### src/rtl/instr_fetch_queue_if.sv
// Fetch-unit bus: redirect input, instruction-memory request/response channel,
// and the decode-side instruction handshake.
interface instr_fetch_queue_if;
   logic        redirect_valid;
   logic [31:0] redirect_pc;
   logic        mem_req_valid;
   logic [31:0] mem_req_addr;
   logic        mem_req_ready;
   logic        mem_rsp_valid;
   logic [31:0] mem_rsp_data;
   logic        inst_valid;
   logic [31:0] inst_data;
   logic [31:0] inst_pc;
   logic        inst_ready;

   modport master (
      input  redirect_valid, redirect_pc, mem_req_ready, mem_rsp_valid, mem_rsp_data, inst_ready,
      output mem_req_valid, mem_req_addr, inst_valid, inst_data, inst_pc
   );
   modport slave (
      output redirect_valid, redirect_pc, mem_req_ready, mem_rsp_valid, mem_rsp_data, inst_ready,
      input  mem_req_valid, mem_req_addr, inst_valid, inst_data, inst_pc
   );
endinterface

### src/rtl/instr_fetch_queue.sv
// Instruction fetch queue: owns the fetch PC, issues credit-limited sequential
// reads, queues in-order responses with their PC, and flushes on redirect.
module instr_fetch_queue #(
   parameter int unsigned DEPTH    = 4,
   parameter logic [31:0] RESET_PC = 32'h0000_0000
) (
   input  logic                clk,
   input  logic                reset,
   instr_fetch_queue_if.master bus
);
   localparam int CW = $clog2(DEPTH + 1);
   localparam int PW = $clog2(DEPTH);

   typedef struct packed {
      logic [31:0] pc;
      logic [31:0] data;
   } entry_t;

   logic [31:0]   r_fetch_pc;
   logic [31:0]   r_rsp_pc;
   logic [CW-1:0] r_outstanding;
   logic [CW-1:0] r_discard;
   logic [CW-1:0] r_count;
   logic [PW-1:0] r_wr_ptr;
   logic [PW-1:0] r_rd_ptr;
   entry_t        r_mem [DEPTH];

   logic [CW:0]   w_inflight;
   logic          w_credit;
   logic          w_redir;
   logic [31:0]   w_redir_pc;
   logic          w_fire;
   logic          w_push;
   logic          w_pop;

   function automatic logic [PW-1:0] ptr_inc(input logic [PW-1:0] p);
      return (p == PW'(DEPTH - 1)) ? '0 : p + PW'(1);
   endfunction

   assign w_redir    = bus.redirect_valid;
   assign w_redir_pc = bus.redirect_pc & ~32'h3;
   assign w_inflight = {1'b0, r_outstanding} + {1'b0, r_count};
   // Every issued request already owns a queue slot, so responses never stall.
   assign w_credit   = w_inflight < (CW+1)'(DEPTH);

   assign bus.mem_req_valid = w_credit && !w_redir;
   assign bus.mem_req_addr  = r_fetch_pc;
   assign bus.inst_valid    = (r_count != '0) && !w_redir;
   assign bus.inst_pc       = r_mem[r_rd_ptr].pc;
   assign bus.inst_data     = r_mem[r_rd_ptr].data;

   assign w_fire = bus.mem_req_valid && bus.mem_req_ready;
   assign w_pop  = bus.inst_valid && bus.inst_ready;
   assign w_push = bus.mem_rsp_valid && (r_discard == '0) && !w_redir;

   always_ff @(posedge clk or posedge reset) begin
      if (reset) begin
         r_fetch_pc    <= RESET_PC;
         r_rsp_pc      <= RESET_PC;
         r_outstanding <= '0;
         r_discard     <= '0;
         r_count       <= '0;
         r_wr_ptr      <= '0;
         r_rd_ptr      <= '0;
         for (int i = 0; i < int'(DEPTH); i++) r_mem[i] <= '0;
      end else begin
         r_outstanding <= r_outstanding + CW'(w_fire) - CW'(bus.mem_rsp_valid);
         if (w_redir) begin
            r_fetch_pc <= w_redir_pc;
            r_rsp_pc   <= w_redir_pc;
            r_count    <= '0;
            r_wr_ptr   <= '0;
            r_rd_ptr   <= '0;
            // All in-flight responses are stale now, including ones already marked,
            // so the drop count is simply what remains outstanding.
            r_discard  <= r_outstanding - CW'(bus.mem_rsp_valid);
         end else begin
            if (w_fire) r_fetch_pc <= r_fetch_pc + 32'd4;
            if (bus.mem_rsp_valid && (r_discard != '0)) r_discard <= r_discard - CW'(1);
            if (w_push) begin
               r_mem[r_wr_ptr] <= '{pc: r_rsp_pc, data: bus.mem_rsp_data};
               r_wr_ptr        <= ptr_inc(r_wr_ptr);
               r_rsp_pc        <= r_rsp_pc + 32'd4;
            end
            if (w_pop) r_rd_ptr <= ptr_inc(r_rd_ptr);
            r_count <= r_count + CW'(w_push) - CW'(w_pop);
         end
      end
   end
endmodule

### src/flat_wrapper.sv
// flat-port wrapper written by rule: the top's interface ports become plain ports
module instr_fetch_queue_flat 
#(
   parameter int unsigned DEPTH    = 4,
   parameter logic [31:0] RESET_PC = 32'h0000_0000
)
  (clk, reset, bus_redirect_valid, bus_redirect_pc, bus_mem_req_ready, bus_mem_rsp_valid, bus_mem_rsp_data, bus_inst_ready, bus_mem_req_valid, bus_mem_req_addr, bus_inst_valid, bus_inst_data, bus_inst_pc);
  instr_fetch_queue_if bus_i ();
  input  logic clk;
  input  logic reset;
  input wire logic [$bits(bus_i.redirect_valid)-1:0] bus_redirect_valid;
  input wire logic [$bits(bus_i.redirect_pc)-1:0] bus_redirect_pc;
  input wire logic [$bits(bus_i.mem_req_ready)-1:0] bus_mem_req_ready;
  input wire logic [$bits(bus_i.mem_rsp_valid)-1:0] bus_mem_rsp_valid;
  input wire logic [$bits(bus_i.mem_rsp_data)-1:0] bus_mem_rsp_data;
  input wire logic [$bits(bus_i.inst_ready)-1:0] bus_inst_ready;
  output wire logic [$bits(bus_i.mem_req_valid)-1:0] bus_mem_req_valid;
  output wire logic [$bits(bus_i.mem_req_addr)-1:0] bus_mem_req_addr;
  output wire logic [$bits(bus_i.inst_valid)-1:0] bus_inst_valid;
  output wire logic [$bits(bus_i.inst_data)-1:0] bus_inst_data;
  output wire logic [$bits(bus_i.inst_pc)-1:0] bus_inst_pc;
  assign bus_i.redirect_valid = bus_redirect_valid;
  assign bus_i.redirect_pc = bus_redirect_pc;
  assign bus_i.mem_req_ready = bus_mem_req_ready;
  assign bus_i.mem_rsp_valid = bus_mem_rsp_valid;
  assign bus_i.mem_rsp_data = bus_mem_rsp_data;
  assign bus_i.inst_ready = bus_inst_ready;
  assign bus_mem_req_valid = bus_i.mem_req_valid;
  assign bus_mem_req_addr = bus_i.mem_req_addr;
  assign bus_inst_valid = bus_i.inst_valid;
  assign bus_inst_data = bus_i.inst_data;
  assign bus_inst_pc = bus_i.inst_pc;
  instr_fetch_queue #(.DEPTH(DEPTH), .RESET_PC(RESET_PC)) u_core (.clk(clk), .reset(reset), .bus(bus_i));
endmodule
### config.mk
export PLATFORM = sky130hd
export DESIGN_NAME = instr_fetch_queue_flat
export DESIGN_NICKNAME = d
export VERILOG_FILES = /design/src/rtl/instr_fetch_queue_if.sv /design/src/rtl/instr_fetch_queue.sv /design/src/flat_wrapper.sv
export SDC_FILE = /design/constraint.sdc
export NUM_CORES = 1
export LEC_CHECK = 0
export CORE_MARGIN = 1.5
export CORE_UTILIZATION = 35
export CTS_BUF_LIST = sky130_fd_sc_hd__clkbuf_16
export DETAILED_ROUTE_END_ITERATION = 6
export PLACE_DENSITY = 0.53
export SLEW_MARGIN = 40
export SYNTH_ARGS = -nofsm -noshare
export SYNTH_HDL_FRONTEND = slang
export SYNTH_SLANG_ARGS = --single-unit
### constraint.sdc
create_clock -name clk -period 14.4 [get_ports clk]
set_input_delay 3.6 -clock clk [delete_from_list [all_inputs] [get_ports clk]]
set_output_delay 3.6 -clock clk [all_outputs]
set_load 0.03 [all_outputs]
Yosys cells after proc, flatten, opt, wreduce, memory -nomap -nowiden
Cells that the tools add are included.
{"block": "word_totals", "register_bits": 333, "inputBits": 70, "output_inout_bits": 98}
{"block": "op_classes", "n_addsub": 11, "magnitude_cmp": 4, "n_eq_ne": 2, "muxes": 19, "bitwise": 3, "reduce_logical": 17}
{"operator": "256-bit bitwise mux", "n": 1}
{"operator": "64-bit 2-to-1 mux", "n": 3}
{"operator": "64-bit binary-select mux with 2-bit select", "n": 1}
{"operator": "64-bit demux with 2-bit select", "n": 1}
{"operator": "32-bit 2-to-1 mux", "n": 4}
{"operator": "32-bit by 3-bit adder with 32-bit output, second input constant", "n": 2}
{"operator": "2-bit 2-to-1 mux", "n": 6}
{"operator": "3-bit 2-to-1 mux", "n": 3}
{"operator": "3-bit by 1-bit subtractor with 3-bit output", "n": 3}
{"operator": "1-bit logical AND", "n": 8}
{"operator": "2-bit nonzero test", "n": 4}
{"operator": "3-bit by 1-bit adder with 3-bit output", "n": 2}
{"operator": "3-bit greater-or-equal comparator, second input constant", "n": 2}
{"operator": "2-bit inverter with 3-bit output", "n": 2}
{"operator": "3-bit nonzero test", "n": 2}
{"operator": "2-bit by 1-bit adder with 2-bit output, second input constant", "n": 2}
{"operator": "3-bit by 3-bit adder with 4-bit output", "n": 1}
{"operator": "2-bit == test, second input constant", "n": 2}
{"operator": "4-bit by 3-bit < comparator with 1-bit output, second input constant", "n": 1}
{"operator": "3-bit zero test", "n": 1}
{"operator": "3-bit by 1-bit < comparator with 1-bit output, second input constant", "n": 1}
{"operator": "3-bit by 1-bit subtractor with 3-bit output, second input constant", "n": 1}
{"operator": "2-bit AND reduction", "n": 1}
{"operator": "1-bit zero test", "n": 1}
{"operator": "1-bit inverter", "n": 1}

Depth between registers and ports, before layout
Gate-level depths: netlist (run 1).
{"block": "logic_depth", "depth_word": 6, "ltp_mapped": 10, "mapped_depth_nobuf": 9}

Least setup slack after synthesis (run 1)
No wires, ideal clock.
{"block": "synth_path", "kind": "input to output", "start": "input bus_redirect_valid", "end": "output bus_mem_req_valid", "arrival_time_ps": 4856, "slack_ps": 5944, "cell_stages": 4, "path_buffers": 2, "path_cell_list": "clkbuf_1 > clkbuf_1 > or4_1 > nor2_1"}
{"block": "synth_between", "elab_chain_len": 2}
{"item": "from (decl)", "line_no": "flat_wrapper.sv:11", "source": "input wire logic [$bits(bus_i.redirect_valid)-1:0] bus_redirect_valid;"}
{"item": "1-bit zero test", "line_no": "instr_fetch_queue.sv:46", "source": "assign bus.mem_req_valid = w_credit && !w_redir;"}
{"item": "1-bit logical AND", "line_no": "instr_fetch_queue.sv:46"}
{"item": "to (decl)", "line_no": "flat_wrapper.sv:17", "source": "output wire logic [$bits(bus_i.mem_req_valid)-1:0] bus_mem_req_valid;"}
Every way passes these cells.

Worst setup path after layout (run 1)
Same ends and word-level chain as after synthesis.

==> run summary, run 1 <==
The overall via count from detail_route is 9859. The detail route stage leaves a number of antenna-violating nets equal to 0. The endpoint identified for the worst register-to-register timing path is u_core.r_outstanding[2].

Cells with a size suffix above 1 make up 30.75% of the layout. Global routing used 16.81% of the available tracks across all layers. The layout has 4008 filler cells. For the total leakage power, the log shows 8.116 nW. Summed over all nets, wire length on met2 after detailed routing comes to 16980 microns. Traced cell by cell, the critical path runs through buf_2 -> or4_1 -> nor2_1 -> clkdlybuf4s50_1. Of all flip-flops after synthesis, the portion carrying an async set or reset was 100.0%. The sequential fraction of the synthesis area was 52.53%; the floorplan die height was 212.0 microns. The die area came out at 44950 sq um. For the worst flop-to-flop path, the logic depth is 9.

The count of port buffers added during placement came out at 161. The tools report the non-filler instance count after layout as 1876. Setup repair after global routing left no endpoint under its margin. The min-delay analysis places its worst path in the category register to register. The depth of the worst hold-timing path is 1, and the standard-cell row count is 76. In the routed layout, each cell is associated on average with a via count of 5.255. Across all setup checks in the final design, the least slack found is 5573 ps.

The tool flagged a number of max-cap violations equal to 0. The detailed placement HPWL is 23060 microns. Of the available clock period, the critical path in the final layout requires 61.30%. Averaged over all synthesized cells, the footprint is 13.47 sq um. In this run switching power makes up 33.36% of total power. The sum of negative setup slack was 0 ps. The delay of the slowest cell on the worst path came out at 700 ps. The first global-routing pass estimated 58930 microns of wire.

The H-tree was split into 2 levels. By startpoint and endpoint, the worst setup path is classified as primary input to primary output. For this run the aggregate overflow at the end of global routing stands at 0. The maximum ir drop on the vdd rail was 0.00007699 V; the final routed wirelength across all metal layers was 36900 microns.

Counting every instance in the synthesized netlist gives 1135. The clock arrives with 17.97 ps of skew. The run gives 0 as the total count of hold-check failures in the final report. Routability-driven placement finished with a final weighted congestion of 0.7783. In this run the power density over the cells is 175.5 nW/um^2. After detailed routing, the wire length on met1 is 17380 microns. The synthesized design contains 321 register bits. During I/O placement, the number of pins put on the boundary was 168. The number of different library cells used by synthesis comes to 54. Worst-case register-to-register setup slack: 11420 ps.

The number of setup violations in the final report was 0. The worst register-to-register path begins at u_core.r_count[2]. The run gives 0 as the initial antenna violation count. The cell area after placement is 17420 sq um, and the buffers inserted during post-CTS setup optimization is 0. The overall die width was 212.0 microns. Worst-path maximum fanout: 19. The clock network accounts for 27.6% of the total power. The internal power of the cells was 0.002176 W. The run finished with clean final reports.

Gates resized during post-CTS repair numbered 0. The slew of the pin with the lowest slew margin works out to 833.2 ps. Including well taps, the total number of placed cells is 1808. The most common cell in the synthesized netlist is sky130_fd_sc_hd__dfrtp_1. The via count of the first global-routing pass is 10260, and the clock transition at the registers of the reported paths is 50 ps.

The slowest stage of the critical path is the sky130_fd_sc_hd__clkdlybuf4s50_1 cell. In this design, the largest share of critical-path delay is due to buffers and inverters. sky130_fd_sc_hd__dfrtp_1 takes more of the synthesized area than any other cell.

The commonest cells after synthesis are 321 x sky130_fd_sc_hd__dfrtp_1, 258 x sky130_fd_sc_hd__mux2_2, 69 x sky130_fd_sc_hd__clkbuf_1. Headroom to the max-slew limit came out at 44.45%. Data arrival time at the worst-slack endpoint: 5230 ps. TritonCTS built the clock tree. The prevailing post-synth register cell is sky130_fd_sc_hd__dfrtp_1. The number of antenna diodes is 0, and the number of hold-repair buffers added at the cts stage is 0. At the placement stage, the worst setup path has a slack of 5599 ps. For this design the total switching power over the nets is 0.001089 W.

Relative to the synthesized area, the layout overhead comes to 21.67%. Root buffer selected by CTS: sky130_fd_sc_hd__clkbuf_16. By area the synthesized netlist is led by sky130_fd_sc_hd__dfrtp_1 53%, sky130_fd_sc_hd__mux2_2 19%, sky130_fd_sc_hd__mux4_2 9.1%. Before antenna repair, the detailed router went through 4 iterations. The part of the power in registers came out at 37.6%. Summed over its instances, the top area cell type makes up 52.53% of the synthesized netlist area. Clock insertion delay at the later pin of the skew report: 530 ps. The starting utilization of the core area is 35.50%, and the number of buffers added by the clock tree synthesis step is 38. The final max-slew violation count came out at 0.

The detailed router finished its first iteration with 515 violations. For the number of remaining DRC errors, the log shows 0. For the required time of the critical path, the log shows 10800 ps. Timing would allow up to 113.3 MHz. The critical path contains buffers and inverters numbering 2 combined.

At the end of the flow, the number of nets in the layout was 1352. Start point of the worst hold path: u_core.r_mem[111]. Clock tree synthesis found a total of 321 sinks. Core area: 43080 sq um. The category of the worst setup path capture point was a primary output. The wire length per cell after detailed routing came out at 19.67 microns.

The share of total power dissipated in combinational logic is 34.8%. For the utilization after layout, the log shows 43.19%. Signal routing reaches up to met4. The post-route minimum period was 8827 ps.

The path with the worst hold slack has its endpoint at u_core.r_mem[111]. The mapped cell area is 15290 sq um. STA classifies the critical path startpoint as a primary input. The number of warnings issued by yosys was 0; the number of enable-type register cells in the synthesized netlist was 0. In the detailed route, the total length drawn on met3 is 1830 microns.

The maximum number of pins on one net before global-route repair was 116. The maximum clock path buffer count is 3. Once layout is done, the placed cells without fillers occupy 18610 sq um.
==> kinds of logic (layout without fill, tap and decap cells) <==
group | after synthesis | in the layout | synth area share, %
AOI/OAI and AO/OA | 93 | 93 | 4.394
buffers and inverters | 109 | 262 | 2.839
other | 1 | 4 | 0.02452
adders and majority gates | 19 | 19 | 1.653
muxes | 322 | 322 | 28.26
DFF | 321 | 321 | 52.53
and+or+nand+nor | 248 | 248 | 9.041
xor gates and xnor gates | 22 | 22 | 1.260
==> sequential cells by signal, summed over array words and instances (netlist names) <==
name / count
u_core.r_discard: 3
u_core.r_wr_ptr: 2
u_core.r_outstanding: 3
u_core.r_rd_ptr: 2
u_core.r_rsp_pc: 30
u_core.r_count: 3
u_core.r_mem: 248
u_core.bus.mem_req_addr: 30
==> power groups by stage <==
stage	combinational [W]	clock (W)	sequential, W
5_1_grt	0.00122	0.000970	0.00126
3_5_place_dp	0.00115	0	0.00124
2_1_floorplan	0.000772	0	0.00120
6_report	0.00114	0.000899	0.00123
4_1_cts	0.00116	0.000931	0.00123
3_3_place_gp	0.00114	0	0.00124
==> layer usage <==
layer | vias to the layer above | global-route usage [%]
met5 | - | 0
met4 | 0 | 4.261
met3 | 46 | 3.338
met2 | 219 | 26.48
met1 | 5087 | 23.70
li1 | 4507 | -
==> cell usage in the layout, fill, tap and decap left out, drive strengths merged, types with 3 or more instances in the layout <==
cell / count
o21ai: 10
o31ai: 11
nand2b: 9
xor2: 6
nand4: 20
dfrtp: 321
nand3: 28
and3: 8
clkdlybuf4s50: 160
o2bb2ai: 4
and4: 13
clkinv: 17
nor3b: 4
nor4: 26
and2: 7
mux2: 258
buf: 11
nor2: 43
a31oi: 11
a311oi: 4
or3: 7
ha: 17
nand2: 39
a21boi: 3
a22o: 4
mux4: 62
or4: 13
clkbuf: 40
xnor2: 16
nor3: 17
conb: 4
a211oi: 17
o31a: 13
a21oi: 10
nor4b: 4
inv: 31
nor2b: 3
==> cell type report <==
type	instances	area [sq um]	area share (%)
clock buffer	39	975.9	5.245
clock inverter	29	188.9	1.015
inverter	22	95.09	0.5111
multi-input combinational	708	6858	36.86
sequential	321	8038	43.20
tap	585	732.0	3.934
timing repair buffer	172	1718	9.233
==> worst max path at each step <==
stage / cells past startpoint / to / startpoint / slack [ps]
after global placement: 4 / bus_mem_req_valid / bus_redirect_valid / 5580
final: 4 / bus_mem_req_valid / bus_redirect_valid / 5570
after global routing: 4 / bus_mem_req_valid / bus_redirect_valid / 5530
after floorplan: 1 / u_core.bus.mem_req_addr[10] / reset / 1920
after detailed placement: 4 / bus_mem_req_valid / bus_redirect_valid / 5600
after CTS: 4 / bus_mem_req_valid / bus_redirect_valid / 5580
==> worst register-to-register path: cells and delay by family, from the launching register on <==
kind	cells	cell delay (ps)
adders and majority gates	3	870
DFF	1	410
xor gates and xnor gates	2	320
buffers and inverters	1	50
and+or+nand+nor	3	1250
==> metrics by stage <==
step	power [W]	hold WS, ps
6_report	0.003265	498.0
5_1_grt	0.003443	514.0
4_1_cts	0.003319	500.6
3_5_place_dp	0.002398	487.8
2_1_floorplan	0.001972	473.9
3_3_place_gp	0.002379	481.9
No activity file was read; power rests on OpenSTA's default activity.
==> inputs of run 2 (changes only) <==
--- a/config.mk
+++ b/config.mk
@@ -9,7 +9,7 @@
 export CORE_UTILIZATION = 35
 export CTS_BUF_LIST = sky130_fd_sc_hd__clkbuf_16
 export DETAILED_ROUTE_END_ITERATION = 6
-export PLACE_DENSITY = 0.53
+export PLACE_DENSITY = 0.55
 export SLEW_MARGIN = 40
 export SYNTH_ARGS = -nofsm -noshare
 export SYNTH_HDL_FRONTEND = slang
==> constraint.sdc (replaced) <==
create_clock -name clk -period 7.2 [get_ports clk]
set_input_delay 1.8 -clock clk [delete_from_list [all_inputs] [get_ports clk]]
set_output_delay 1.8 -clock clk [all_outputs]
set_load 0.03 [all_outputs]
==> run summary, run 2 (same netlist as run 1, synthesis figures left out) <==
The run finished with clean final reports. Worst-path maximum fanout: 38 (+19). The switching share of power works out to 32.98% (-0.39 points).

The run gives 3540 ps (-1690 ps) as the data arrival time at the worst-slack endpoint. The fraction of layout cells with a size suffix above 1 was 31.18% (+0.43 points); the global routing usage on met3 was 3.855% (+0.52 points). The logs give 23.56% (-0.14 points) for the met1 capacity usage during global routing and 0.002184 W (+100%) for the switching component of the power. The count of port buffers added during placement was 161 (unchanged); the via count of the first global-routing pass was 10400 (+1.4%).

The worst flop-to-flop path startpoint was u_core.r_discard[0]. For the final weighted congestion in routability-driven placement, the log shows 0.7662 (-1.6%). The starting utilization of the core area was 35.50% (unchanged). For the total count of hold-check failures in the final report, the log shows 0 (unchanged). The tools report the maximum ir drop on the vdd rail as 0.0001580 V (+110%). Top achievable clock speed: 187.2 MHz.

The routed via count divided by cell count came out at 5.262 (+0.13%). The cell area after placement was 17510 sq um (+0.53%); the met2 capacity usage during global routing was 27.12% (+0.64 points). Most common library cell in the layout ignoring fill and taps: sky130_fd_sc_hd__dfrtp_1. The run gives 18730 sq um (+0.66%) as the final cell area excluding filler cells. For the number of buffers added by the clock tree synthesis step, the log shows 38 (unchanged). The tools report the buffers inserted during post-CTS setup optimization as 0 (unchanged). Final max-slew violation count: 0 (unchanged). The clock transition at the registers of the reported paths works out to 50 ps (about the same). Total leakage power: 8.183 nW (+0.82%). The tools report the CTS sink count as 321 (unchanged). The tightest min-delay check is of the register to register type. Setup repair after global routing left no endpoint under its margin. The part of the power in registers was 37.0% (-0.6 points); the overall via count from detail_route was 9914 (+0.56%).

The number of remaining DRC errors came out at 0 (unchanged). The number of flip-flops in the largest register works out to 248 (unchanged). The number of setup violations in the final report was 0 (unchanged). STA classifies the critical path startpoint as a primary input.

Final routed wirelength across all metal layers: 37310 microns (+1.1%). For the initial antenna violation count, the log shows 0 (unchanged). The initial DRC count was 529 (+2.7%); the wire length per cell after detailed routing was 19.80 microns (+0.67%).

The die area is 44950 sq um (unchanged), and the number of ports placed on the die boundary is 168 (unchanged). From synthesis to final layout, the design area changed by 22.47%. TritonCTS built the clock tree. The standard-cell row count is 76 (unchanged), and the delay of the slowest cell on the worst path is 690 ps (about the same). The post-cts sizing count was 0 (unchanged); the slew of the pin with the lowest slew margin was 810.7 ps (-22.53 ps). In this run the most critical hold path is launched from u_core.r_mem[8]. The detailed placement HPWL was 24670 microns (+7.0%). The logs give 45.45% (+1.0 points) for the relative max-transition margin and 0.004440 W (+100%) for the internal power of the cells. The tools report the number of antenna diodes as 0 (unchanged). The required time of the critical path is 5400 ps (-5400 ps), and the final clock period utilization by the worst path is 74.18%.

The sum of negative setup slack was 0 ps (unchanged); the final setup skew was 24.94 ps (+6.970 ps). The clock power share was 28.5% (+0.9 points); the number of buffer and inverter instances along the worst setup path was 3 (+1). The overall die width is 212.0 microns (unchanged). The category of cells accounting for the largest share of critical-path delay is buffers and inverters.

Walking the worst path, the cells encountered are buf_2 -> buf_4 -> or4_1 -> nor2_1 -> clkdlybuf4s50_1. The root buffer cell chosen for the clock tree is sky130_fd_sc_hd__clkbuf_16. The run gives 2 (unchanged) as the number of H-tree branching levels. In the layout the commonest cells are 319 x sky130_fd_sc_hd__dfrtp_1, 258 x sky130_fd_sc_hd__mux2_2, 160 x sky130_fd_sc_hd__clkdlybuf4s50_1. The core area was 43080 sq um (unchanged).

For the power after layout, the log shows 0.006624 W (+100%). The run gives 17.11% (+0.30 points) as the total global-route track usage. The total of max-cap violations was 0 (unchanged). In this run the most used layer during global routing was met2. Counting I/O delays and the setup requirement, the final critical path takes 5341 ps.

Maximum clock path buffer count: 3 (unchanged). STA classifies the critical path endpoint as a primary output. The tools report the maximum number of pins on one net before global-route repair as 114 (-1.7%). The logs give 34.5% (-0.3 points) for the part of the total power dissipated in combinational logic and 4 (unchanged) for the number of search-and-repair iterations in the first detailed-routing pass.

The slowest stage of the critical path belongs to the cell sky130_fd_sc_hd__clkdlybuf4s50_1. The total power per unit cell area is 353.7 nW/um^2 (+100%), and the worst-case register-to-register setup slack is 4040 ps (-7380 ps). The worst setup path is of the primary input to primary output kind. The post-layout net count was 1360 (+0.59%); the wire length of the first global-routing pass was 59540 microns (+1.0%). The tools report the number of hold-repair buffers added at the cts stage as 0 (unchanged).

The depth of the worst register-to-register path is 7 (-2), and the final antenna-violating net count is 0 (unchanged). Clock insertion delay at the later pin of the skew report: 550 ps (+20 ps). The register containing the most flip-flops in the final layout was u_core.r_mem. The end of the worst register-to-register path was u_core.r_mem[142]. The floorplan die height is 212.0 microns (unchanged). The total congestion overflow after global routing came out at 0 (unchanged). The depth of the worst hold-timing path came out at 1 (unchanged). The path with the worst hold slack has its endpoint at u_core.r_mem[8].
==> run 2: cell count changes in the layout (fill, tap and decap cells not counted), moves of 2 or more <==
cell	delta
sky130_fd_sc_hd__nand2_2	-2
sky130_fd_sc_hd__bufinv_16	+2
sky130_fd_sc_hd__buf_12	+4
sky130_fd_sc_hd__buf_6	-6
sky130_fd_sc_hd__inv_1	-2
sky130_fd_sc_hd__nand2_4	+2
sky130_fd_sc_hd__buf_4	+11
sky130_fd_sc_hd__clkinv_4	-2
==> run 2: metrics by stage <==
stage	worst slack, ps	instances	util (%)	hold slack [ps]
after detailed placement	1869	1816	40.66	488.0
after global routing	1779	1884	43.48	513.1
final	1859	1884	43.48	496.8
after CTS	1850	1884	43.48	501.0
after global placement	1848	1814	40.54	481.9
after floorplan	1119	1138	-	473.9
==> run 2: how the worst max path moves through the flow <==
stage	start	to	cells past startpoint
2_1_floorplan	reset	u_core.bus.mem_req_addr[10]	1
3_3_place_gp	bus_redirect_valid	bus_mem_req_valid	5
3_5_place_dp	bus_redirect_valid	bus_mem_req_valid	5
4_1_cts	bus_redirect_valid	bus_mem_req_valid	5
5_1_grt	bus_redirect_valid	bus_mem_req_valid	5
6_report	bus_redirect_valid	bus_mem_req_valid	5
==> run 2: power groups by stage <==
stage	clock (W)	sequential (W)	combinational (W)
finish	0.00188	0.00245	0.00229
global route	0.00203	0.00251	0.00244
CTS	0.00196	0.00246	0.00233
detailed placement	0	0.00249	0.00232
global placement	0	0.00251	0.00224
floorplan	0	0.00240	0.00154
==> run 2: per-layer routing <==
metal / up-vias / wire [microns] / part of all wire [%]
met2: 232 / 17290 / 46
met3: 48 / 1904 / 5.1
met1: 5103 / 17440 / 47
li1: 4531 / - / -
met5: - / 0 / 0
met4: 0 / 680 / 1.8
==> run 2: cell type report <==
type                            count  area (sq um)
Clock inverter                     29         237.7
Sequential cell                   321          8040
Inverter                           22         86.33
Tap cell                          585         732.0
Fill cell                        4030         24350
Clock buffer                       39         975.9
Timing Repair Buffer              180          1799
Multi-Input combinational cell    708          6857
